`src/rtl/multiplication_dispatcher_pkg.sv`:
```
// multiplication_dispatcher_pkg: FSM states, default FIFO entry layout and default sizes.
// The entry carries a tag field only when MULTIPLICATION_DISPATCHER_TAG_EN is defined.
package multiplication_dispatcher_pkg;
  localparam int DEF_WIDTH = 8;
  localparam int DEF_DEPTH = 4;
  localparam int DEF_TAG_WIDTH = 4;
  typedef enum logic [1:0] {IDLE, START, WAIT, RESPOND} state_t;
  typedef struct packed {
`ifdef MULTIPLICATION_DISPATCHER_TAG_EN
    logic [DEF_TAG_WIDTH-1:0] tag;
`endif
    logic [DEF_WIDTH-1:0] multiplicand;
    logic [DEF_WIDTH-1:0] multiplier;
  } entry_t;
endpackage

```
`src/rtl/dispatcher_fifo.sv`:
```
// dispatcher_fifo: power-of-two synchronous FIFO with occupancy count.
// The entry layout is a type parameter so the dispatcher can size it from its own WIDTH.
module dispatcher_fifo
  import multiplication_dispatcher_pkg::*;
#(
  parameter int DEPTH = DEF_DEPTH,
  parameter type data_t = entry_t
) (
  input  logic                         clock,
  input  logic                         reset_in,
  input  logic                         push,
  input  logic                         pop,
  input  data_t                        wdata,
  output data_t                        rdata,
  output logic                         full,
  output logic                         empty,
  output logic [$clog2(DEPTH+1)-1:0]   count
);
  localparam int AW = $clog2(DEPTH);
  localparam int CW = $clog2(DEPTH + 1);
  data_t mem [DEPTH];
  logic [AW-1:0] wr_ptr, rd_ptr;
  logic do_push, do_pop;
  assign full = count == CW'(DEPTH);
  assign empty = count == '0;
  assign do_push = push && !full;
  assign do_pop = pop && !empty;
  assign rdata = mem[rd_ptr];
  always_ff @(posedge clock)
    if (do_push) mem[wr_ptr] <= wdata;
  // Pointers are AW bits wide, so wrapping modulo DEPTH is free.
  always_ff @(posedge clock or negedge reset_in)
    if (!reset_in) begin
      wr_ptr <= '0;
      rd_ptr <= '0;
      count <= '0;
    end else begin
      if (do_push) wr_ptr <= wr_ptr + AW'(1);
      if (do_pop) rd_ptr <= rd_ptr + AW'(1);
      count <= count + CW'(do_push) - CW'(do_pop);
    end
endmodule

```
`src/rtl/multiplication_dispatcher.sv`:
```
// multiplication_dispatcher: queues operand pairs and runs them one at a time through the
// sequential multiplicator; tag ports exist only with MULTIPLICATION_DISPATCHER_TAG_EN.
module multiplication_dispatcher
  import multiplication_dispatcher_pkg::*;
#(
  parameter int WIDTH = DEF_WIDTH,
`ifdef MULTIPLICATION_DISPATCHER_TAG_EN
  parameter int TAG_WIDTH = DEF_TAG_WIDTH,
`endif
  parameter int DEPTH = DEF_DEPTH
) (
  input  logic                         clock,
  input  logic                         reset_in,
`ifdef MULTIPLICATION_DISPATCHER_TAG_EN
  input  logic [TAG_WIDTH-1:0]         req_tag_in,
  output logic [TAG_WIDTH-1:0]         rsp_tag_out,
`endif
  input  logic                         req_valid_in,
  output logic                         req_ready_out,
  input  logic [WIDTH-1:0]             req_multiplicand_in,
  input  logic [WIDTH-1:0]             req_multiplier_in,
  output logic                         mul_start_out,
  output logic [WIDTH-1:0]             mul_multiplicand_out,
  output logic [WIDTH-1:0]             mul_multiplier_out,
  input  logic                         mul_done_in,
  input  logic [2*WIDTH-1:0]           mul_product_in,
  input  logic                         mul_overflow_in,
  output logic                         rsp_valid_out,
  input  logic                         rsp_ready_in,
  output logic [2*WIDTH-1:0]           rsp_product_out,
  output logic                         rsp_overflow_out,
  output logic [$clog2(DEPTH+1)-1:0]   count_out
);
  typedef struct packed {
`ifdef MULTIPLICATION_DISPATCHER_TAG_EN
    logic [TAG_WIDTH-1:0] tag;
`endif
    logic [WIDTH-1:0] multiplicand;
    logic [WIDTH-1:0] multiplier;
  } job_t;
  state_t state, state_nx;
  job_t wdata, head;
  logic full, empty, pop, done_q, done_rise;
`ifdef MULTIPLICATION_DISPATCHER_TAG_EN
  logic [TAG_WIDTH-1:0] tag_q;
`endif
  always_comb begin
    wdata.multiplicand = req_multiplicand_in;
    wdata.multiplier = req_multiplier_in;
`ifdef MULTIPLICATION_DISPATCHER_TAG_EN
    wdata.tag = req_tag_in;
`endif
  end
  assign req_ready_out = !full;
  assign pop = (state == IDLE) && !empty;
  // Edge, not level: a done still high from the previous job must not complete this one.
  assign done_rise = mul_done_in && !done_q;
  dispatcher_fifo #(.DEPTH(DEPTH), .data_t(job_t)) u_fifo (
    .clock,
    .reset_in,
    .push  (req_valid_in),
    .pop,
    .wdata,
    .rdata (head),
    .full,
    .empty,
    .count (count_out)
  );
  always_comb begin
    state_nx = state;
    case (state)
      IDLE:    state_nx = empty ? IDLE : START;
      START:   state_nx = WAIT;
      WAIT:    state_nx = done_rise ? RESPOND : WAIT;
      RESPOND: state_nx = rsp_ready_in ? IDLE : RESPOND;
      default: state_nx = IDLE;
    endcase
  end
  always_ff @(posedge clock or negedge reset_in)
    if (!reset_in) state <= IDLE;
    else state <= state_nx;
  always_ff @(posedge clock or negedge reset_in)
    if (!reset_in) begin
      done_q <= 1'b0;
      mul_start_out <= 1'b0;
      mul_multiplicand_out <= '0;
      mul_multiplier_out <= '0;
      rsp_valid_out <= 1'b0;
      rsp_product_out <= '0;
      rsp_overflow_out <= 1'b0;
`ifdef MULTIPLICATION_DISPATCHER_TAG_EN
      tag_q <= '0;
      rsp_tag_out <= '0;
`endif
    end else begin
      done_q <= mul_done_in;
      mul_start_out <= pop;
      if (pop) begin
        mul_multiplicand_out <= head.multiplicand;
        mul_multiplier_out <= head.multiplier;
`ifdef MULTIPLICATION_DISPATCHER_TAG_EN
        tag_q <= head.tag;
`endif
      end
      if (state == WAIT && done_rise) begin
        rsp_valid_out <= 1'b1;
        rsp_product_out <= mul_product_in;
        rsp_overflow_out <= mul_overflow_in;
`ifdef MULTIPLICATION_DISPATCHER_TAG_EN
        rsp_tag_out <= tag_q;
`endif
      end else if (state == RESPOND && rsp_ready_in) begin
        rsp_valid_out <= 1'b0;
      end
    end
endmodule
```
`config.mk`:
```
export PLATFORM = sky130hd
export DESIGN_NAME = multiplication_dispatcher
export DESIGN_NICKNAME = d
export VERILOG_FILES = /design/src/rtl/multiplication_dispatcher_pkg.sv /design/src/rtl/dispatcher_fifo.sv /design/src/rtl/multiplication_dispatcher.sv
export SDC_FILE = /design/constraint.sdc
export NUM_CORES = 1
export LEC_CHECK = 0
export ABC_CLOCK_PERIOD_IN_PS = 2600
export CORE_ASPECT_RATIO = 0.5
export CORE_MARGIN = 2
export CORE_UTILIZATION = 35
export CTS_CLUSTER_DIAMETER = 40
export DETAILED_ROUTE_END_ITERATION = 16
export PLACE_DENSITY = 0.6
export SLEW_MARGIN = 10
export SYNTH_ARGS = -nofsm -noshare
export SYNTH_HDL_FRONTEND = slang
export SYNTH_SLANG_ARGS = --single-unit
export TNS_END_PERCENT = 10
```
`constraint.sdc`:
```
create_clock -name clock -period 2.6 [get_ports clock]
set_input_delay 0.26 -clock clock [delete_from_list [all_inputs] [get_ports clock]]
set_output_delay 0.26 -clock clock [all_outputs]
set_load 0.05 [all_outputs]
```
# Yosys cells after proc, flatten, opt, wreduce, memory -nomap -nowiden
# Memory sizes are Yosys's and may differ from the RTL's. A register that Yosys moved wholly into a read port is not among the register bits.
# Index checks and enable logic that the tools add are counted.
# classes
addsub,4
n_eq_ne,4
mux,8
n_reduce_logical,13
# op_table
op,n
$pmux W2 S4,1
$logic_and A1 B1 Y1,6
$mux W1,6
$add A2 B1 Y2 const B,2
$eq A2 B2 Y1 const B,2
$logic_not A1 Y1,4
$add A3 B1 Y3,1
$eq A3 B3 Y1 const B,1
$logic_not A3 Y1,1
$sub A3 B1 Y3,1
$eq A2 B1 Y1 const B,1
$logic_not A2 Y1,1
$mux W2,1
$reduce_bool A2 Y1,1
# totals
register_bits,29
ram_bits,64
input_bits,38
wordCells,39
n_memories,1
# memory_table
memory,depth,width,rd,rd_ports_with_merged_regs,wr,line,rtl
u_fifo.mem,4,16,1,1,1,dispatcher_fifo.sv:21,data_t mem [DEPTH];

# Logic depth before layout (Yosys ltp)
# depth
ltp_word,5
mapped_depth,9
mapped_depth_nobuf,8

# Hierarchy
# Synthesis repeated with hierarchy kept, for this count alone.
# hier_totals
hier_cells,210
hier_area_um2,4309.1
# by_module_without_submodules
mod,n_inst,cells_per_inst,area_per_inst_um2
dispatcher_fifo,1,125,2822.7
multiplication_dispatcher,1,85,1486.4

# Worst setup path before layout
# No wires, ideal clock.
# synth_path
kind,register -> register
start,reg u_fifo.count[0]
end,reg u_fifo.count[2]
setup_ps,124
t_arrival_ps,2369
path_slack_ps,107
stages_incl_launch_ff,10
path_buffers,1
cell_sequence,dfrtp_1 > nor3_1 > nor3_4 > buf_6 > ha_1 > inv_1 > ha_1 > fa_1 > xnor2_1 > xnor2_1
# synth_via
elab_chain_cells,5
elab_cells_between_ends,9
cone_classes,2 x add/sub; 1 x eq/ne; 6 x reduce/logical
# synth_lines
element,line,rtl
from (decl),dispatcher_fifo.sv:17,output logic [$clog2(DEPTH+1)-1:0] count
from (signal assigned),dispatcher_fifo.sv:40,count <= count + CW'(do_push) - CW'(do_pop);
$logic_not A3 Y1,dispatcher_fifo.sv:25,assign empty = count == '0;
$logic_not A1 Y1,multiplication_dispatcher.sv:55,assign pop = (state == IDLE) && !empty;
$logic_and A1 B1 Y1,multiplication_dispatcher.sv:55,
via pop,multiplication_dispatcher.sv:43,"logic full, empty, pop, done_q, done_rise;"
$logic_and A1 B1 Y1,dispatcher_fifo.sv:27,assign do_pop = pop && !empty;
$sub A3 B1 Y3,dispatcher_fifo.sv:40,
# The timed path passes the listed nets, and every way through them passes these cells.
# A chain may end at the register's enable or synchronous reset.

# Worst setup path in the final report
# layout_path
start,reg u_fifo.count[0]
end,reg u_fifo.count[2]
# layout_via
elab_chain_cells,5
elab_cells_between_ends,9
cone_classes,2 x add/sub; 1 x eq/ne; 6 x reduce/logical
# layout_lines
element,line
$eq A3 B3 Y1 / $logic_not A3 Y1 (equally long branches),"dispatcher_fifo.sv:24, dispatcher_fifo.sv:25"
$logic_not A1 Y1 (on tied branches),"dispatcher_fifo.sv:26, dispatcher_fifo.sv:27, multiplication_dispatcher.sv:55"
$logic_and A1 B1 Y1 (on tied branches),"dispatcher_fifo.sv:26, multiplication_dispatcher.sv:55"
$add A3 B1 Y3 / $logic_and A1 B1 Y1 (equally long branches),"dispatcher_fifo.sv:40, dispatcher_fifo.sv:27"
$sub A3 B1 Y3 *,dispatcher_fifo.sv:40
# Every way passes the cells marked *; elsewhere a longest branch is shown, timed or not.

==> impl_metrics.ini <==
[sta]
slew_limit_fails = 0
timing.final.hold_violations = 0
setup_viol_count_final = 0
fin_ws_ns = 0.435
worst_pin_slew_ns = 1.05
hold_slack_ns = 0.115
fin_crit_ns = 2.16
fin_worst_skew_ns = 0.00563
timing.setup.tns_ns = 0
max_freq_mhz = 462
unrepaired_setup_endpoints_after_global_routing = no
max_slew_margin_vs_limit = 0.299
final_min_period_over_clock_period = 0.833

[place]
placement.io_buffers = 76
place_worst_setup_slack_ns = 0.435
detailedPlacementHpwl_um = 5210
routability_congestion_estimate_from_global_placement = 0.625

[setup_path]
worstSetupStartpointType = register
path_class = register to register
largest_fanout_on_the_critical_path = 4
worst-endpoint-required_ns = 2.85
crit_arrival_ns = 2.42
critPathCaptureType = register

[synthesis]
ys_warn_count = 0
synth_mux_area_frac = 0.191
syn_area_um2 = 4200
postSynthRegisterBits = 109
syn_inst = 203
post_synth_fa_ha_maj_area_fraction = 0.0226
synth_top_family_by_area = multiplexers
synthDominantAreaCellType = edfxtp_1
unique_masters_post_synth = 26
yosysTopAreaCellShare = 0.458
synth_seq_area_share = 0.726
synthesized_area_divided_by_synthesized_cell_count_um2 = 20.7
synth.area.top_cells = edfxtp_1, dfrtp_1, mux2_2
synth_xor_xnor_area_share = 0.0104
compound_gate_portion_of_the_synthesized_area = 0.00357
yosys.area_share.simple = 0.0241
syn_nets = 248

[pwr]
totalPowerFinal_mw = 7.20
power_per_cell_area_nw_per_um2 = 1310
leakage_nw = 2.07
max-vdd-ir-drop_mv = 0.405

[routing]
route.final.wire_length_um = 7500
detail_route.drc_violations = 0
drt_iter0_drc = 79
routed_wl_per_cell_um = 16.2
drt_via_density = 4.48
drt_pre_antenna_iters = 4
dr_total_vias = 2080
ant_nets = 0

[clock_network]
numClockSinks = 109
clk_latency_ns = 0.34
holdBufCountCts = 0
ctsLongestPathBuffers = 2
cts_repair_resized_insts = 0
cts_buffers = 9
path_clk_slew_ns = 0.07
cts_tree = done
clock_tree.htree_level_count = 3
cts_setup_buffers = 0
cts_root_buffer = clkbuf_16

[die]
ios = 77
placeableCoreArea_um2 = 11800
rows = 28
fp.dieW_um = 159
die_h_um = 81.5
start_util = 0.357
die_area_um2 = 12900

[global_routing]
grt_pass1_vias = 2269
gr-usage-all-layers = 0.123
grt_antenna_before_repair = 0
grt_first_pass_wirelength_um = 11900
total_overflow_reported_by_the_global_router = 0
grt_max_degree = 46

[finish]
share_of_layout_cells_above_drive_strength_1 = 0.237
flow.area_growth_from_synthesis_pct = 30.5
finish.utilization = 0.466
fin_nets = 339
layout.filler_cells = 1008
antenna_cells_inserted = 0

[min_path]
worst_hold_path_type = input port to asynchronous set/reset pin

[run_status]
result_of_the_run = completed

[flow_run]
max-cap-violations = 0
-- sequential cells by signal, indices dropped and copies added, names as in the netlist --
register,flops
u_fifo.rd_ptr,2
mul_multiplier_out,8
done_q,1
rsp_valid_out,1
mul_multiplicand_out,8
u_fifo.mem,64
u_fifo.count,3
u_fifo.wr_ptr,2
rsp_product_out,16
state,2
rsp_overflow_out,1
mul_start_out,1
-- Yosys cell counts --
cell      count
edfxtp_1     64
dfrtp_1      45
mux2_2       26
mux2_4        8
mux4_1        8
mux4_2        8
inv_1         7
ha_1          6
and2_1        4
nor2_1        4
buf_6         3
xnor2_1       3
buf_2         2
nand2_1       2
xor2_1        2
a21boi_1      1
and3_1        1
and3b_2       1
buf_12        1
clkbuf_1      1
fa_1          1
nor3_1        1
nor3_4        1
nor4bb_1      1
o21bai_1      1
or3_1         1
-- cell families (layout without fill, tap and decap cells) --
family | Yosys count | after routing
mux | 50 | 50
fa+ha+maj | 7 | 7
buf+inv | 14 | 110
simple gates | 16 | 16
xor+xnor | 5 | 5
compound gates | 2 | 2
flops | 109 | 109
-- worst max-delay path, cell delays in order, from the launching register on --
cell,delay [ns]
dfrtp_1,0.40
nor3_1,0.39
nor3_4,0.06
ha_1,0.29
inv_1,0.04
ha_1,0.18
fa_1,0.38
xnor2_1,0.19
xnor2_1,0.15
-- per-stage QoR --
step,cells,area (µm²)
final,464,5480
after detailed placement,448,5200
after global routing,464,5480
after floorplan,203,4200
after global placement,448,5200
after CTS,464,5480
-- layout by cell type (no fill, tap or decap), types with 2 or more instances in the layout --
master and count:
edfxtp_1 64, mux2_2 26, and2_1 4, clkbuf_16 9
nand2_1 2, dfrtp_1 45, xnor2_1 3, ha_1 6
inv_1 7, nor2_1 4, inv_6 2, xor2_1 2
mux4_1 8, buf_4 10, mux4_2 8, mux2_4 8
clkdlybuf4s50_1 75
-- routing by layer --
metal	vias to the layer above	GRT usage	share of wire	wire length, µm
li1	957	-	-	-
met1	1067	0.145	0.44	3320
met2	45	0.223	0.51	3790
met3	11	0.0364	0.038	284
met4	0	0.0409	0.014	108
met5	-	0	0	0
-- power by group --
part	internal, mW	switching [mW]	total (mW)
clock	0.661	0.604	1.26
combinational	1.37	1.81	3.18
sequential	2.42	0.338	2.75
total	4.45	2.75	7.20
-- worst paths after layout --
check	startpoint	depth (start not counted)	to	slack [ns]
worst min register to register	rsp_product_out[2]	1	rsp_product_out[2]	0.51
min in group clock	mul_done_in	1	done_q	0.39
worst max-delay path	u_fifo.count[0]	8	u_fifo.count[2]	0.44
worst max register to register	u_fifo.count[0]	8	u_fifo.count[2]	0.44
max in group asynchronous	reset_in	1	mul_multiplier_out[1]	1.84
worst min-delay path	reset_in	1	rsp_product_out[0]	0.12
-- layout make-up --
type / instances / area, µm² / area share
Sequential cell: 109 / 3050 / 0.556
Multi-Input combinational cell: 80 / 1070 / 0.196
Timing Repair Buffer: 87 / 851 / 0.155
Clock buffer: 10 / 229 / 0.0418
Tap cell: 165 / 206 / 0.0377
Clock inverter: 6 / 46.3 / 0.00845
Inverter: 7 / 26.3 / 0.00479
No activity file was read; power rests on OpenSTA's default activity.
